File: src/rtl/std_divmod_pkg.sv
// Shared types and helpers for the streaming unsigned divide/modulo block.
package std_divmod_pkg;

  typedef enum logic [1:0] {
    IDLE,
    RUN,
    DONE
  } state_t;

  // Number of bits needed to index 'value' distinct items (value >= 2).
  function automatic int clog2(input int value);
    int result;
    int v;
    result = 0;
    v = value - 1;
    while (v > 0) begin
      result = result + 1;
      v = v >> 1;
    end
    return result;
  endfunction

endpackage

File: src/rtl/std_divmod_core.sv
// Restoring shift-subtract divider: one quotient bit per step, MSB first.
// Zero operands are resolved at load so the caller can skip the iterations.
module std_divmod_core
  import std_divmod_pkg::*;
#(
  parameter int width = 32
) (
  input  logic             clk,
  input  logic             reset_n,
  input  logic             load,
  input  logic [width-1:0] left,
  input  logic [width-1:0] right,
  input  logic             step,
  output logic [width-1:0] quot,
  output logic [width-1:0] rem,
  output logic             last
);

  localparam int CW = clog2(width);

  logic [width-1:0] q;
  logic [width-1:0] r;
  logic [width-1:0] d;
  logic [CW-1:0]    cnt;
  logic [width:0]   partial;
  logic [width-1:0] diff;

  // Partial remainder is width+1 bits wide. When it is >= d the difference
  // is below d, so its low width bits are the exact result.
  assign partial = {r, q[width-1]};
  assign diff    = partial[width-1:0] - d;

  always_ff @(posedge clk or negedge reset_n) begin
    if (!reset_n) begin
      q   <= '0;
      r   <= '0;
      d   <= '0;
      cnt <= '0;
    end else if (load) begin
      d   <= right;
      cnt <= CW'(width - 1);
      if (right == '0) begin
        q <= '1;
        r <= left;
      end else if (left == '0) begin
        q <= '0;
        r <= '0;
      end else begin
        q <= left;
        r <= '0;
      end
    end else if (step) begin
      cnt <= cnt - 1'b1;
      if (partial >= {1'b0, d}) begin
        r <= diff;
        q <= {q[width-2:0], 1'b1};
      end else begin
        r <= partial[width-1:0];
        q <= {q[width-2:0], 1'b0};
      end
    end
  end

  assign quot = q;
  assign rem  = r;
  assign last = (cnt == '0);

endmodule

File: src/rtl/std_divmod_stream.sv
// Streaming div/mod: input FIFO, iterative core, registered output stage.
// Both streams transfer on a rising edge with valid && ready; valid never waits on ready.
module std_divmod_stream
  import std_divmod_pkg::*;
#(
  parameter int width = 32,
  parameter int depth = 2
) (
  input  logic             clk,
  input  logic             reset_n,
  input  logic             in_valid,
  output logic             in_ready,
  input  logic [width-1:0] in_left,
  input  logic [width-1:0] in_right,
  output logic             out_valid,
  input  logic             out_ready,
  output logic [width-1:0] out_quot,
  output logic [width-1:0] out_rem,
  output logic             out_div_zero
);

  localparam int PW = clog2(depth);
  localparam int CW = PW + 1;
  localparam logic [CW-1:0] FULL_CNT = CW'(depth);

  logic [width-1:0] fifo_left  [depth];
  logic [width-1:0] fifo_right [depth];
  logic [PW-1:0]    wr_ptr;
  logic [PW-1:0]    rd_ptr;
  logic [CW-1:0]    count;
  logic             push;
  logic             pop;
  logic             fifo_empty;
  logic [width-1:0] head_left;
  logic [width-1:0] head_right;

  state_t           state;
  logic             div_zero_pend;
  logic [width-1:0] core_quot;
  logic [width-1:0] core_rem;
  logic             core_last;

  // No pass-through: a full FIFO refuses input even while it is being popped.
  assign fifo_empty = (count == '0);
  assign in_ready   = (count != FULL_CNT);
  assign push       = in_valid && in_ready;
  assign pop        = (state == IDLE) && !fifo_empty;
  assign head_left  = fifo_left[rd_ptr];
  assign head_right = fifo_right[rd_ptr];

  always_ff @(posedge clk) begin
    if (push) begin
      fifo_left[wr_ptr]  <= in_left;
      fifo_right[wr_ptr] <= in_right;
    end
  end

  always_ff @(posedge clk or negedge reset_n) begin
    if (!reset_n) begin
      wr_ptr <= '0;
      rd_ptr <= '0;
      count  <= '0;
    end else begin
      if (push) wr_ptr <= wr_ptr + 1'b1;
      if (pop)  rd_ptr <= rd_ptr + 1'b1;
      case ({push, pop})
        2'b10:   count <= count + 1'b1;
        2'b01:   count <= count - 1'b1;
        default: count <= count;
      endcase
    end
  end

  std_divmod_core #(.width(width)) u_core (
    .clk     (clk),
    .reset_n (reset_n),
    .load    (pop),
    .left    (head_left),
    .right   (head_right),
    .step    (state == RUN),
    .quot    (core_quot),
    .rem     (core_rem),
    .last    (core_last)
  );

  always_ff @(posedge clk or negedge reset_n) begin
    if (!reset_n) begin
      state         <= IDLE;
      div_zero_pend <= 1'b0;
      out_valid     <= 1'b0;
      out_quot      <= '0;
      out_rem       <= '0;
      out_div_zero  <= 1'b0;
    end else begin
      if (out_valid && out_ready) out_valid <= 1'b0;
      case (state)
        IDLE: begin
          if (!fifo_empty) begin
            div_zero_pend <= (head_right == '0);
            if (head_right == '0 || head_left == '0) state <= DONE;
            else                                     state <= RUN;
          end
        end
        RUN: begin
          if (core_last) state <= DONE;
        end
        DONE: begin
          // A write on the same edge as a consume keeps out_valid high.
          if (!out_valid || out_ready) begin
            out_valid    <= 1'b1;
            out_quot     <= core_quot;
            out_rem      <= core_rem;
            out_div_zero <= div_zero_pend;
            state        <= IDLE;
          end
        end
        default: state <= IDLE;
      endcase
    end
  end

endmodule
File: config.mk
export PLATFORM = sky130hd
export DESIGN_NAME = std_divmod_stream
export DESIGN_NICKNAME = d
export VERILOG_FILES = /design/src/rtl/std_divmod_pkg.sv /design/src/rtl/std_divmod_core.sv /design/src/rtl/std_divmod_stream.sv
export SDC_FILE = /design/constraint.sdc
export NUM_CORES = 1
export LEC_CHECK = 0
export CAP_MARGIN = 20
export CORE_MARGIN = 2
export CORE_UTILIZATION = 62
export DETAILED_ROUTE_END_ITERATION = 12
export PLACE_DENSITY = 0.85
export SLEW_MARGIN = 30
export SYNTH_ARGS = -nofsm -noshare
export SYNTH_HDL_FRONTEND = slang
export SYNTH_HIERARCHICAL = 1
export SYNTH_SLANG_ARGS = --single-unit
File: constraint.sdc
create_clock -name clk -period 8.8 [get_ports clk]
set_input_delay 1.76 -clock clk [delete_from_list [all_inputs] [get_ports clk]]
set_output_delay 1.76 -clock clk [all_outputs]
set_load 0.03 [all_outputs]
# Word level (Yosys, flattened, before mapping)
# Memory sizes are Yosys's and may differ from the RTL's.
# Cells that the tools add are included.
dict set report op_classes {
  addsub 6
  magnitude_cmp 1
  eq_ne 8
  muxes 22
  n_bitwise 1
  reduce_logical 17
}
# operator n
set ops {}
lappend ops {{32-bit two-way mux} 8}
lappend ops {{32-bit zero test} 2}
lappend ops {{33-bit by 32-bit >= comparator with 1-bit output} 1}
lappend ops {{32-bit subtractor} 1}
lappend ops {{5-bit two-way mux} 2}
lappend ops {{2-bit two-way mux} 4}
lappend ops {{2-bit != test (second input constant)} 4}
lappend ops {{1-bit two-way mux} 6}
lappend ops {{2-bit case mux with 3 select lines} 1}
lappend ops {{5-bit zero test} 1}
lappend ops {{5-bit by 1-bit subtractor with 5-bit output (second input constant)} 1}
lappend ops {{2-bit by 1-bit equality test with 1-bit output (second input constant)} 2}
lappend ops {{2-bit equality test (second input constant)} 2}
lappend ops {{2-bit zero test} 2}
lappend ops {{2-bit case mux with 2 select lines} 1}
lappend ops {{2-bit AND reduction} 2}
lappend ops {{2-bit nonzero test} 2}
lappend ops {{1-bit logical AND} 3}
lappend ops {{3-bit AND reduction} 1}
lappend ops {{1-bit adder (second input constant)} 2}
lappend ops {{2-bit by 1-bit adder with 2-bit output (second input constant)} 1}
lappend ops {{1-bit zero test} 2}
lappend ops {{1-bit logical OR} 2}
lappend ops {{2-bit by 1-bit subtractor with 2-bit output (second input constant)} 1}
lappend ops {{1-bit inverter} 1}
dict set report word_totals {
  regBits 174
  ram_bits 128
  input_bits 68
  out_inout_bits 67
  word_cells 70
  memories 2
}
# name words width read_ports rd_ports_with_merged_regs write_ports line
set memory_table {}
lappend memory_table {fifo_left 2 32 1 0 1 std_divmod_stream.sv:26} ;# logic [width-1:0] fifo_left [depth];
lappend memory_table {fifo_right 2 32 1 0 1 std_divmod_stream.sv:27} ;# logic [width-1:0] fifo_right [depth];

# Logic depth before layout (Yosys ltp)
# Gate-level depths: netlist of run 1.
# An unclocked memory read counts as a cell.
dict set report depth {
  depth_word 6
  depth_mapped 14
  ltp_nobuf 12
}

# Modules after synthesis
# The synthesis of run 1 kept the hierarchy.
# mod instances cells_per_inst area_per_inst_um2 seq_area_each_um2
set modules_own_cells {}
lappend modules_own_cells {std_divmod_stream 1 424 7677.4 5670.4}
lappend modules_own_cells {std_divmod_core 1 787 6729.0 2527.4}

# Worst setup path before layout of run 1
# Ideal clock, no wire load.
dict set report synth_timing {
  path_type {in2reg}
  start {in in_valid}
  end {mem fifo_left[0][0], enable pin}
  setup_ps 486
  t_arrival_ps 4543
  required_ps 8314
  slack_ps 3770
  cell_stages 2
  n_path_buf 0
  cell_sequence {nand2_1 nor2_1}
}
dict set report synth_via {
  elab_chain_len 3
}
# item line
set synth_lines {}
lappend synth_lines {{from (decl)} std_divmod_stream.sv:11} ;# input logic in_valid,
lappend synth_lines {{1-bit logical AND} std_divmod_stream.sv:46} ;# assign push = in_valid && in_ready;
lappend synth_lines {{1-bit two-way mux} std_divmod_stream.sv:52} ;# if (push) begin
lappend synth_lines {{1-bit two-way mux (not written as such)} std_divmod_stream.sv:53} ;# fifo_left[wr_ptr] <= in_left;
lappend synth_lines {{to (decl)} std_divmod_stream.sv:26}
# Every way passes these cells.

# Final worst setup path of run 1
dict set report layout_timing {
  start {reg rd_ptr}
  end {reg u_core.r[31] (netlist: u_core/rem[31])}
}
dict set report layout_via {
  elab_chain_len 4
  elab_cells_between_ends 5
  cone_classes {mux: 2; reduce/logical: 1; memory: 2}
}
# item line
set layout_lines {}
lappend layout_lines {{from (decl)} std_divmod_stream.sv:29} ;# logic [PW-1:0] rd_ptr;
lappend layout_lines {{from (signal assigned)} std_divmod_stream.sv:65} ;# if (pop) rd_ptr <= rd_ptr + 1'b1;
lappend layout_lines {{memory 2 x 32 bit} --}
lappend layout_lines {{via head_right[7]} std_divmod_stream.sv:35} ;# logic [width-1:0] head_right;
lappend layout_lines {{32-bit zero test} std_divmod_core.sv:42} ;# if (right == '0) begin
lappend layout_lines {{32-bit two-way mux} std_divmod_core.sv:42}
lappend layout_lines {{32-bit two-way mux} std_divmod_core.sv:39} ;# end else if (load) begin
lappend layout_lines {{to (signal assigned)} std_divmod_core.sv:44} ;# r <= left;
lappend layout_lines {{to (signal assigned)} std_divmod_core.sv:55} ;# r <= diff;
lappend layout_lines {{to (signal assigned)} std_divmod_core.sv:58} ;# r <= partial[width-1:0];
lappend layout_lines {{to (decl)} std_divmod_core.sv:22} ;# logic [width-1:0] r;
# The timed path passes the listed nets, and every way through them passes these cells.
# A chain may end at the register's enable or synchronous reset.

==> summary.md, run 1 <==
| Metric | Value |
|---|---|
| Status | `completed` |
| IO buf count | `around 130` |
| Initial antenna violation count | `0` |
| Initial Util | `63.44%` |
| Post-route antenna net violation count | `0` |
| Sequential cell area | `approximately 8200 um^2` |
| #FFs+latches synth | `302` |
| Share of the clock period used by the worst path | `47.37%` |
| Syn nets | `1315` |
| MaxCap Viol Count | `0` |
| Placed insts | `1571` |
| Critical Path Max Stage Delay | `0.87 ns` |
| Vias/cell | `around 6.3` |
| CTS Hold Bufs | `0` |
| F_max | `239.9 MHz` |
| Seq/Total Area, Yosys | `56.90%` |
| Core area | `between 20000 and 25000 um^2` |
| Top_reg_cell synth | `dfrtp_1` |
| Critical path, cell by cell | `buf_4 > mux2_2 > nor4_1 > nand4_1 > nor2_2 > buf_4 > and2_1 > nand2_1 > nand3_1 > a2bb2oi_1` |
| Fin cells | `about 1600` |
| Layout cell share with drive strength beyond 1 | `15.05%` |
| Number of global-route vias before repair | `10300` |
| Simple-Gate Fraction of Synth Area | `10.09%` |
| Drt drc | `0` |
| Via count | `10240` |
| Synth Cell Area | `14410 um^2` |
| GRT Util Overall | `29.01%` |
| Setup CP Type | `flop to flop` |
| Mux share of post-synthesis cell area | `11.35%` |
| Crit-path slowest cell | `and2_1` |
| Pin count of the biggest net entering global routing | `109` |
| DIE WIDTH | `between 150 and 200 um` |
| CTS Root Cell | `clkbuf_16` |
| Area of the multi-input gates | `5725 um^2` |
| First-pass GRT wire length | `approximately 55000 um` |
| Die area | `24470 um^2` |
| Clock Sinks | `302` |
| Slew of the pin with the lowest slew margin | `roughly 1 ns` |
| Placer Congestion | `approximately 0.95` |
| Maximum vdd drop | `261.1 uV` |
| Area Overhead vs Synth | `16.83%` |
| Fin Hold WS | `0.4848 ns` |
| Fillers | `roughly 1500` |
| Grt ovf | `0` |
| Final setup fails | `0` |
| Final net count | `1422` |
| Chip Height | `156.4 um` |
| DP Wirelength | `23630 um` |
| Final min period | `4.168 ns` |
| Maximum fanout along the worst path | `75` |
| Area share of fa/ha/maj cells after synthesis | `3.179%` |
| Cell Area, Placed | `approximately 16000 um^2` |
| R2R setup slack | `4.63 ns` |
| Max-slew headroom | `33.50%` |
| CP dominant cell by count | `buf_4` |
| CP endpoint kind | `flop` |
| Initial DRT Pass Iterations | `5` |
| Cells after synthesis | `around 1200` |
| Drt initial violations | `between 900 and 1000` |
| I/O pin cnt | `135` |
| Worst Path Arrival | `between 4 and 5 ns` |
| Drt wl/cell | `~22 um` |
| Worst skew pair latency | `0.57 ns` |
| Post-synthesis cell type count | `66` |
| Post-CTS Repair Setup Buffers | `0` |
| Post-synth EDFFs | `128` |
| TritonCTS buffer count | `30` |
| Setup TNS Final | `0 ns` |
| Post-Route WL | `roughly 35000 um` |
| Power Dens Cells | `around 400 nW/um^2` |
| Compound-Gate Fraction of Synth Area | `12.78%` |
| Hold Path Class | `flop to flop` |
| Lkg Pwr | `6.667 nW` |
| Design area | `about 17000 um^2` |
| Final core occ | `74.12%` |
| Largest family of logic cells by synthesized area | `compound AO/OA/AOI/OAI gates` |
| Setup Skew | `0.01889 ns` |
| RSZ-0062 raised after global routing | `no` |
| Clock Tree Buf Depth | `3` |
| H-tree depth | `1` |
| Slew Viols, Final | `0` |
| Fraction of registers with async set/reset | `57.62%` |
| Diode count | `0` |
| Clock slew seen by the registers of the worst setup and hold paths | `roughly 0.060 ns` |
| FP Rows | `55` |
| Mapped Avg Cell Area | `11.90 um^2` |
| Synth Area in XOR/XNOR | `under 10%` |
| Final Hold Fails | `0` |
| CTS tree | `built` |
| Req. time, crit path | `~9.3 ns` |
| Number of synthesis warnings | `6` |
| CP Launch Type | `flop` |
| CTS resizes | `0` |
[report_power, final]
group	switching, W	leakage, nW	total, W	internal, W
Sequential	0.000314	3.39	0.00225	0.00194
Clock	0.000533	0.458	0.00122	0.000686
Combinational	0.00195	2.82	0.00329	0.00134
Total	0.00280	6.67	0.00676	0.00396
[kinds of logic after synthesis]
group / Yosys count
mux: 147
buf+inv: 117
flops: 302
compound gates: 288
fa+ha+maj: 36
simple gates: 286
xor+xnor: 35
[worst paths after layout]
kind | cells after the start | from | end
max reg2reg | 10 | rd_ptr | u_core/rem[31]
min | 2 | div_zero_pend | div_zero_pend
min in group asynchronous | 1 | reset_n | out_quot[7]
min reg2reg | 2 | div_zero_pend | div_zero_pend
max in group asynchronous | 2 | reset_n | u_core/d[27]
max | 10 | rd_ptr | u_core/rem[31]
[stage by stage]
step	power, W	setup slack (ns)
after global placement	0.005325	4.906
after detailed placement	0.005428	4.795
after global routing	0.007171	4.381
after floorplan	0.004642	3.770
final	0.006758	4.632
after CTS	0.006688	4.765
[routing by layer]
layer  global-route usage [%]  share of wire, %
met4                    10.22               3.2
met1                    40.25                42
met5                        0                 0
met2                    47.54                48
met3                    3.877               6.8
[Yosys cell counts, types with 16 or more instances]
master / number / share of area (%)
dfrtp_1: 174 / 30
mux2_2: 131 / 10
edfxtp_1: 128 / 27
o21ai_0: 83 / 2.9
nor2_1: 72 / 1.9
a21oi_1: 70 / 2.4
nand2_1: 69 / 1.8
inv_1: 47 / 1.2
a211oi_1: 44 / 2.3
clkbuf_1: 36 / 0.94
nor2b_1: 36 / 1.6
ha_1: 35 / 3.0
nor4_1: 30 / 1.3
buf_2: 23 / 0.80
xnor2_1: 23 / 1.4
nand4_1: 17 / 0.74
mux2i_1: 16 / 1.1
[registers in the layout, indices dropped and copies added (netlist names)]
name and count:
fifo_left 64, fifo_right 64, out_quot 32, out_rem 32, u_core/d 32, u_core/quot 32
u_core/rem 32, u_core/cnt 5, count 2, state 2, div_zero_pend 1, out_div_zero 1
out_valid 1, rd_ptr 1, wr_ptr 1
[placed cells by master, fill, tap and decap left out, types with 4 or more instances in the layout]
cell type	n
clkinv_2	6
buf_4	11
a21o_1	9
o21ai_0	83
nor4_1	30
nand2_1	69
xor2_1	12
a221o_1	5
nor2b_1	35
a211oi_1	44
nand3_1	12
mux2i_1	16
o21bai_1	6
nor4b_1	5
a21oi_1	69
and3_1	4
dfrtp_1	173
mux2_2	131
nor3b_1	8
o21a_1	8
clkdlybuf4s50_1	133
a22oi_1	14
edfxtp_1	128
nor3_1	11
nand4_1	17
clkinv_1	5
ha_1	35
nor2_1	70
xnor2_1	23
clkbuf_16	31
inv_1	46
a31oi_1	14
nand2b_1	9
clkbuf_1	10
[cell type report]
cell class	count	area share [%]
repair buffers	145	8.482
multi-input cells	792	34.02
flip-flops and latches	302	48.71
clock buffers	42	4.914
well taps	285	2.119
inverters	47	1.063
clock inverters	14	0.6914
[critical path, delay by kind of cell, from the launching register on]
family,cells,cell delay [ns]
AOI/OAI and AO/OA,1,0.18
buffers and inverters,2,1.12
DFF,1,0.34
muxes,1,0.43
and+or+nand+nor,6,1.91
No activity file was read; power rests on OpenSTA's default activity.
==> inputs of run 2 (changes only) <==
- CORE_UTILIZATION: 62 -> 52
- PLACE_DENSITY: 0.85 -> 0.76
- clock period: 8.8 -> 3.7 ns (I/O delays scaled with it)
==> summary.md, run 2 (synthesis results as in run 1) <==
| Metric | Value |
|---|---|
| Status | `completed` |
| DP Wirelength | `25360 um` |
| Max-slew headroom | `39.76%` |
| TritonCTS buffer count | `31` |
| Initial DRT Pass Iterations | `5` |
| Power Dens Cells | `952.7 nW/um^2` |
| Design Power | `0.01637 W` |
| CTS Hold Bufs | `0` |
| CP Buf/Inv Count | `1` |
| CP Launch Type | `flop` |
| Placed insts | `around 1700` |
| I/O pin cnt | `135` |
| Vias/cell | `5.861` |
| Highest metal layer with signal wires | `met4` |
| Drt wl/cell | `20.85 um` |
| Layout cell share with drive strength beyond 1 | `16.16%` |
| Final core occ | `63.40%` |
| Final min period | `3.253 ns` |
| Metal3 WL | `1616 um` |
| Critical path, cell by cell | `ha_1 > nand4_1 > o211ai_1 > nor2b_1 > a22oi_4 > o22ai_2 > o31ai_4 > buf_6 > nor3b_1 > or3_1 > a2bb2oi_1` |
| Final net count | `1435` |
| Hold Path Class | `input pin to asynchronous set/reset pin` |
| Most frequent cells in the layout | `173 x dfrtp_1, 133 x clkdlybuf4s50_1, 131 x mux2_2, 128 x edfxtp_1, 83 x o21ai_0` |
| Lkg Pwr | `6.780 nW` |
| DIE WIDTH | `170.4 um` |
| MaxCap Viol Count | `0` |
| Post-Route M1 WL | `about 16000 um` |
| Post-route antenna net violation count | `0` |
| Slew Viols, Final | `0` |
| Drt initial violations | `824` |
| Setup TNS Final | `0 ns` |
| Setup CP Type | `flop to flop` |
| Number of global-route vias before repair | `about 10000` |
| Placer Congestion | `0.8941` |
| Core area | `27100 um^2` |
| Clock Sinks | `302` |
| Share of the clock period used by the worst path | `87.93%` |
| Chip Height | `170.4 um` |
| Maximum vdd drop | `between 500 and 600 uV` |
| CP endpoint kind | `flop` |
| CTS resizes | `0` |
| Setup Skew | `0.01448 ns` |
| Initial Util | `53.16%` |
| Worst Path Arrival | `3.73 ns` |
| Initial antenna violation count | `1` |
| FP Rows | `60` |
| F_max | `307.4 MHz` |
| Maximum fanout along the worst path | `15` |
| GRT Util Overall | `between 20% and 30%` |
| CTS Root Cell | `clkbuf_16` |
| Clock Tree Buf Depth | `3` |
| IO buf count | `134` |
| Diode count | `0` |
| Metal2 WL | `17190 um` |
| Pin count of the biggest net entering global routing | `158` |
| RSZ-0062 raised after global routing | `no` |
| Worst skew pair latency | `0.56 ns` |
| Die area | `29050 um^2` |
| Slew of the pin with the lowest slew margin | `around 0.90 ns` |
| First-pass GRT wire length | `56780 um` |
| Grt ovf | `0` |
| Area Overhead vs Synth | `19.27%` |
| Post-CTS Repair Setup Buffers | `0` |
| Crit path max-delay family | `compound AO/OA/AOI/OAI gates` |
| Final setup fails | `0` |
| Crit-path slowest cell | `o31ai_4` |
| Fillers | `2127` |
| Req. time, crit path | `4.18 ns` |
| Final Hold Fails | `0` |
| Fin cells | `between 1500 and 2000` |
| Top flop regs | `fifo_left (64), fifo_right (64)` |
| Clock slew seen by the registers of the worst setup and hold paths | `0.06 ns` |
| Most common cell after layout, fill and taps aside | `dfrtp_1` |
| CTS tree | `built` |
| Via count | `just over 10000` |
| Critical Path Max Stage Delay | `between 0.6 and 0.7 ns` |
| Drt drc | `0` |
| H-tree depth | `1` |
| Post-Route WL | `36020 um` |
[run 2: final cells by class]
cell class | count | area [um^2] | share of cell area (%)
multi-input cells | 792 | 5725 | 33.32
well taps | 372 | 465.4 | 2.709
inverters | 47 | 178.9 | 1.041
repair buffers | 157 | 1594 | 9.277
flip-flops and latches | 302 | 8199 | 47.72
clock inverters | 12 | 130.1 | 0.7573
clock buffers | 45 | 889.6 | 5.177
[run 2: routing by layer]
layer,global-route usage (%),vias to the layer above
met5,0,-
met4,9.513,0
met3,2.791,79
met2,41.66,297
met1,34.50,5030
li1,-,4716
[run 2: through the flow]
| step | instance area (um^2) | worst slack [ns] | hold slack (ns) |
|---|---|---|---|
| after floorplan | 14410 | 0.7045 | 0.4405 |
| after global placement | 16150 | 0.3970 | 0.4710 |
| after detailed placement | 16150 | 0.3026 | 0.4767 |
| after CTS | 17170 | 0.2820 | 0.09207 |
| after global routing | 17180 | 0.2410 | 0.1158 |
| final | 17180 | 0.4468 | 0.1035 |
[run 2: worst paths after layout]
check                              start         endpoint  slack, ns  cells past startpoint
setup / recovery           u_core/rem[9]   u_core/rem[31]       0.45                     11
hold / removal                   reset_n  u_core/quot[16]       0.10                      1
setup reg to reg           u_core/rem[9]   u_core/rem[31]       0.45                     11
hold reg to reg            div_zero_pend    div_zero_pend       0.49                      2
max in group asynchronous        reset_n      out_rem[20]       2.72                      2
min in group clk           div_zero_pend    div_zero_pend       0.49                      2
[run 2: report_power, final]
group          internal (W)  leakage (nW)  switching [W]  total (W)
logic               0.00331          2.90        0.00463    0.00793
clock network       0.00181         0.492        0.00128    0.00309
registers           0.00460          3.39       0.000741    0.00534
total               0.00972          6.78        0.00665     0.0164
==> inputs of run 3 (changes only) <==
- ABC_AREA: not set -> 0
- CORE_UTILIZATION: 52 -> 40
- PLACE_DENSITY: 0.76 -> not set
==> summary.md, run 3 (synthesis results as in run 1) <==
| Metric | Value |
|---|---|
| Status | `completed` |
| Met3 Use GR | `about 2.6%` |
| CTS Root Cell | `clkbuf_16` |
| Power Dens Cells | `967.8 nW/um^2` |
| H-tree depth | `2` |
| Setup Skew | `slightly below 0.03 ns` |
| Lkg Pwr | `6.896 nW` |
| Initial Util | `between 40% and 50%` |
| Placer Congestion | `0.8608` |
| Layout cell share with drive strength beyond 1 | `16.81%` |
| Int Power | `0.01016 W` |
| Die area | `37550 um^2` |
| GRT Util Overall | `20.04%` |
| Slew of the pin with the lowest slew margin | `0.9024 ns` |
| F_max | `312.8 MHz` |
| Clock Tree Buf Depth | `3` |
| MaxCap Viol Count | `0` |
| Maximum fanout along the worst path | `9` |
| Maximum vdd drop | `470.2 uV` |
| Post-CTS Repair Setup Buffers | `0` |
| CTS tree | `built` |
| Fin cells | `1823` |
| TritonCTS buffer count | `35` |
| Diode count | `0` |
| Final min period | `3.197 ns` |
| Most frequent cells in the layout | `173 x dfrtp_1, 133 x clkdlybuf4s50_1, 131 x mux2_2, 128 x edfxtp_1, 83 x o21ai_0` |
| Max-slew headroom | `about two fifths` |
| Vias/cell | `5.507` |
| Grt ovf | `0` |
| Initial antenna violation count | `0` |
| Worst Path Arrival | `3.61 ns` |
| Most common cell after layout, fill and taps aside | `dfrtp_1` |
| Worst skew pair latency | `0.53 ns` |
| Net Switching | `0.006814 W` |
| Clock power share | `a little over a fifth` |
| DIE WIDTH | `193.8 um` |
| GR peak layer | `met2` |
| Final core occ | `49.43%` |
| GR Layer Usage met2 | `33.03%` |
| Setup TNS Final | `0 ns` |
| Met1 Use GR | `approximately 28%` |
| R2R setup slack | `slightly above 0.5 ns` |
| Drt initial violations | `between 800 and 900` |
| Final Hold Fails | `0` |
| Chip Height | `193.8 um` |
| CTS Hold Bufs | `0` |
| Placed insts | `1757` |
| Slew Viols, Final | `0` |
| Post-route antenna net violation count | `0` |
| I/O pin cnt | `135` |
| Drt drc | `0` |
| R2R Path Start | `u_core/rem[9]` |
| DP Wirelength | `26520 um` |
| Pin count of the biggest net entering global routing | `approximately 160` |
| Flop pwr share | `approximately a third` |
| Initial DRT Pass Iterations | `6` |
| RSZ-0062 raised after global routing | `no` |
| Power share of the combinational group | `46.8%` |
| Net Sw Frac | `40.14%` |
| Post-Route WL | `between 30000 and 40000 um` |
| IO buf count | `around 130` |
| Req. time, crit path | `4.11 ns` |
| Final net count | `1439` |
| Crit path to | `u_core/rem[27]` |
| RR Endpoint | `u_core/rem[27]` |
| Area Overhead vs Synth | `21.74%` |
| Clock Sinks | `just over 300` |
| Setup CP Type | `flop to flop` |
| Number of global-route vias before repair | `10260` |
| CTS resizes | `0` |
| Share of the clock period used by the worst path | `between 80 and 90%` |
| Core area | `35480 um^2` |
| Via count | `between 10000 and 15000` |
| Hold Path Class | `input pin to asynchronous set/reset pin` |
| Fin Hold WS | `0.1307 ns` |
| Clock slew seen by the registers of the worst setup and hold paths | `~0.06 ns` |
| Reg2Reg Depth | `10` |
| Final setup fails | `0` |
| FP Rows | `69` |
| Drt wl/cell | `20.81 um` |
| First-pass GRT wire length | `a little under 60000 um` |
| Top flop regs | `fifo_left (64), fifo_right (64)` |
| CP endpoint kind | `flop` |
| CP startpoint | `u_core/rem[9]` |
| CP Launch Type | `flop` |
==> run 3: power groups by stage <==
stage / Sequential (W) / Clock, W / Combinational [W]
6_report: 0.00534 / 0.00369 / 0.00794
5_1_grt: 0.00547 / 0.00391 / 0.00870
4_1_cts: 0.00534 / 0.00377 / 0.00788
3_5_place_dp: 0.00539 / 0 / 0.00781
3_3_place_gp: 0.00537 / 0 / 0.00775
2_1_floorplan: 0.00517 / 0 / 0.00587
==> run 3: critical path: stages (launching register included) <==
cell and delay [ns]:
dfrtp_1 0.42, ha_1 0.47, nand4_1 0.14, o211ai_1 0.30, nor2_1 0.10, a211oi_1 0.52, a21oi_1 0.27, o31ai_2 0.29
xnor2_1 0.17, a211oi_1 0.11, a221o_1 0.32
==> run 3: area by class of cell <==
class | count | area [um^2]
Tap cell | 461 | 576.8
Clock inverter | 21 | 286.5
Sequential cell | 302 | 8199
Multi-Input combinational cell | 792 | 5725
Timing Repair Buffer | 157 | 1614
Fill cell | 3133 | 17940
Clock buffer | 43 | 957.2
Inverter | 47 | 178.9
==> run 3: metal layers <==
metal / share of wire [%] / vias up / wire, um
met5: 0 / - / 0
met4: 2.0 / 0 / 762
met3: 3.8 / 47 / 1423
met2: 48 / 239 / 18160
met1: 46 / 5024 / 17600
li1: - / 4729 / -
==> run 3: how the worst min path moves through the flow <==
stage | cells past startpoint | startpoint | slack (ns) | endpoint
3_5_place_dp | 2 | div_zero_pend | 0.47 | div_zero_pend
5_1_grt | 1 | reset_n | 0.15 | out_quot[6]
4_1_cts | 1 | reset_n | 0.34 | u_core/quot[8]
2_1_floorplan | 0 | reset_n | 0.44 | count[0]
3_3_place_gp | 2 | div_zero_pend | 0.46 | div_zero_pend
6_report | 1 | reset_n | 0.13 | out_quot[6]
==> run 3: stage by stage <==
| step | setup WS (ns) | total power (W) | instance area [um^2] |
|---|---|---|---|
| CTS | 0.1201 | 0.01699 | 17500 |
| global route | 0.3265 | 0.01807 | 17540 |
| finish | 0.5026 | 0.01697 | 17540 |
| floorplan | 0.7045 | 0.01104 | 14410 |
| global placement | 0.2798 | 0.01312 | 16260 |
| detailed placement | 0.1281 | 0.01320 | 16260 |
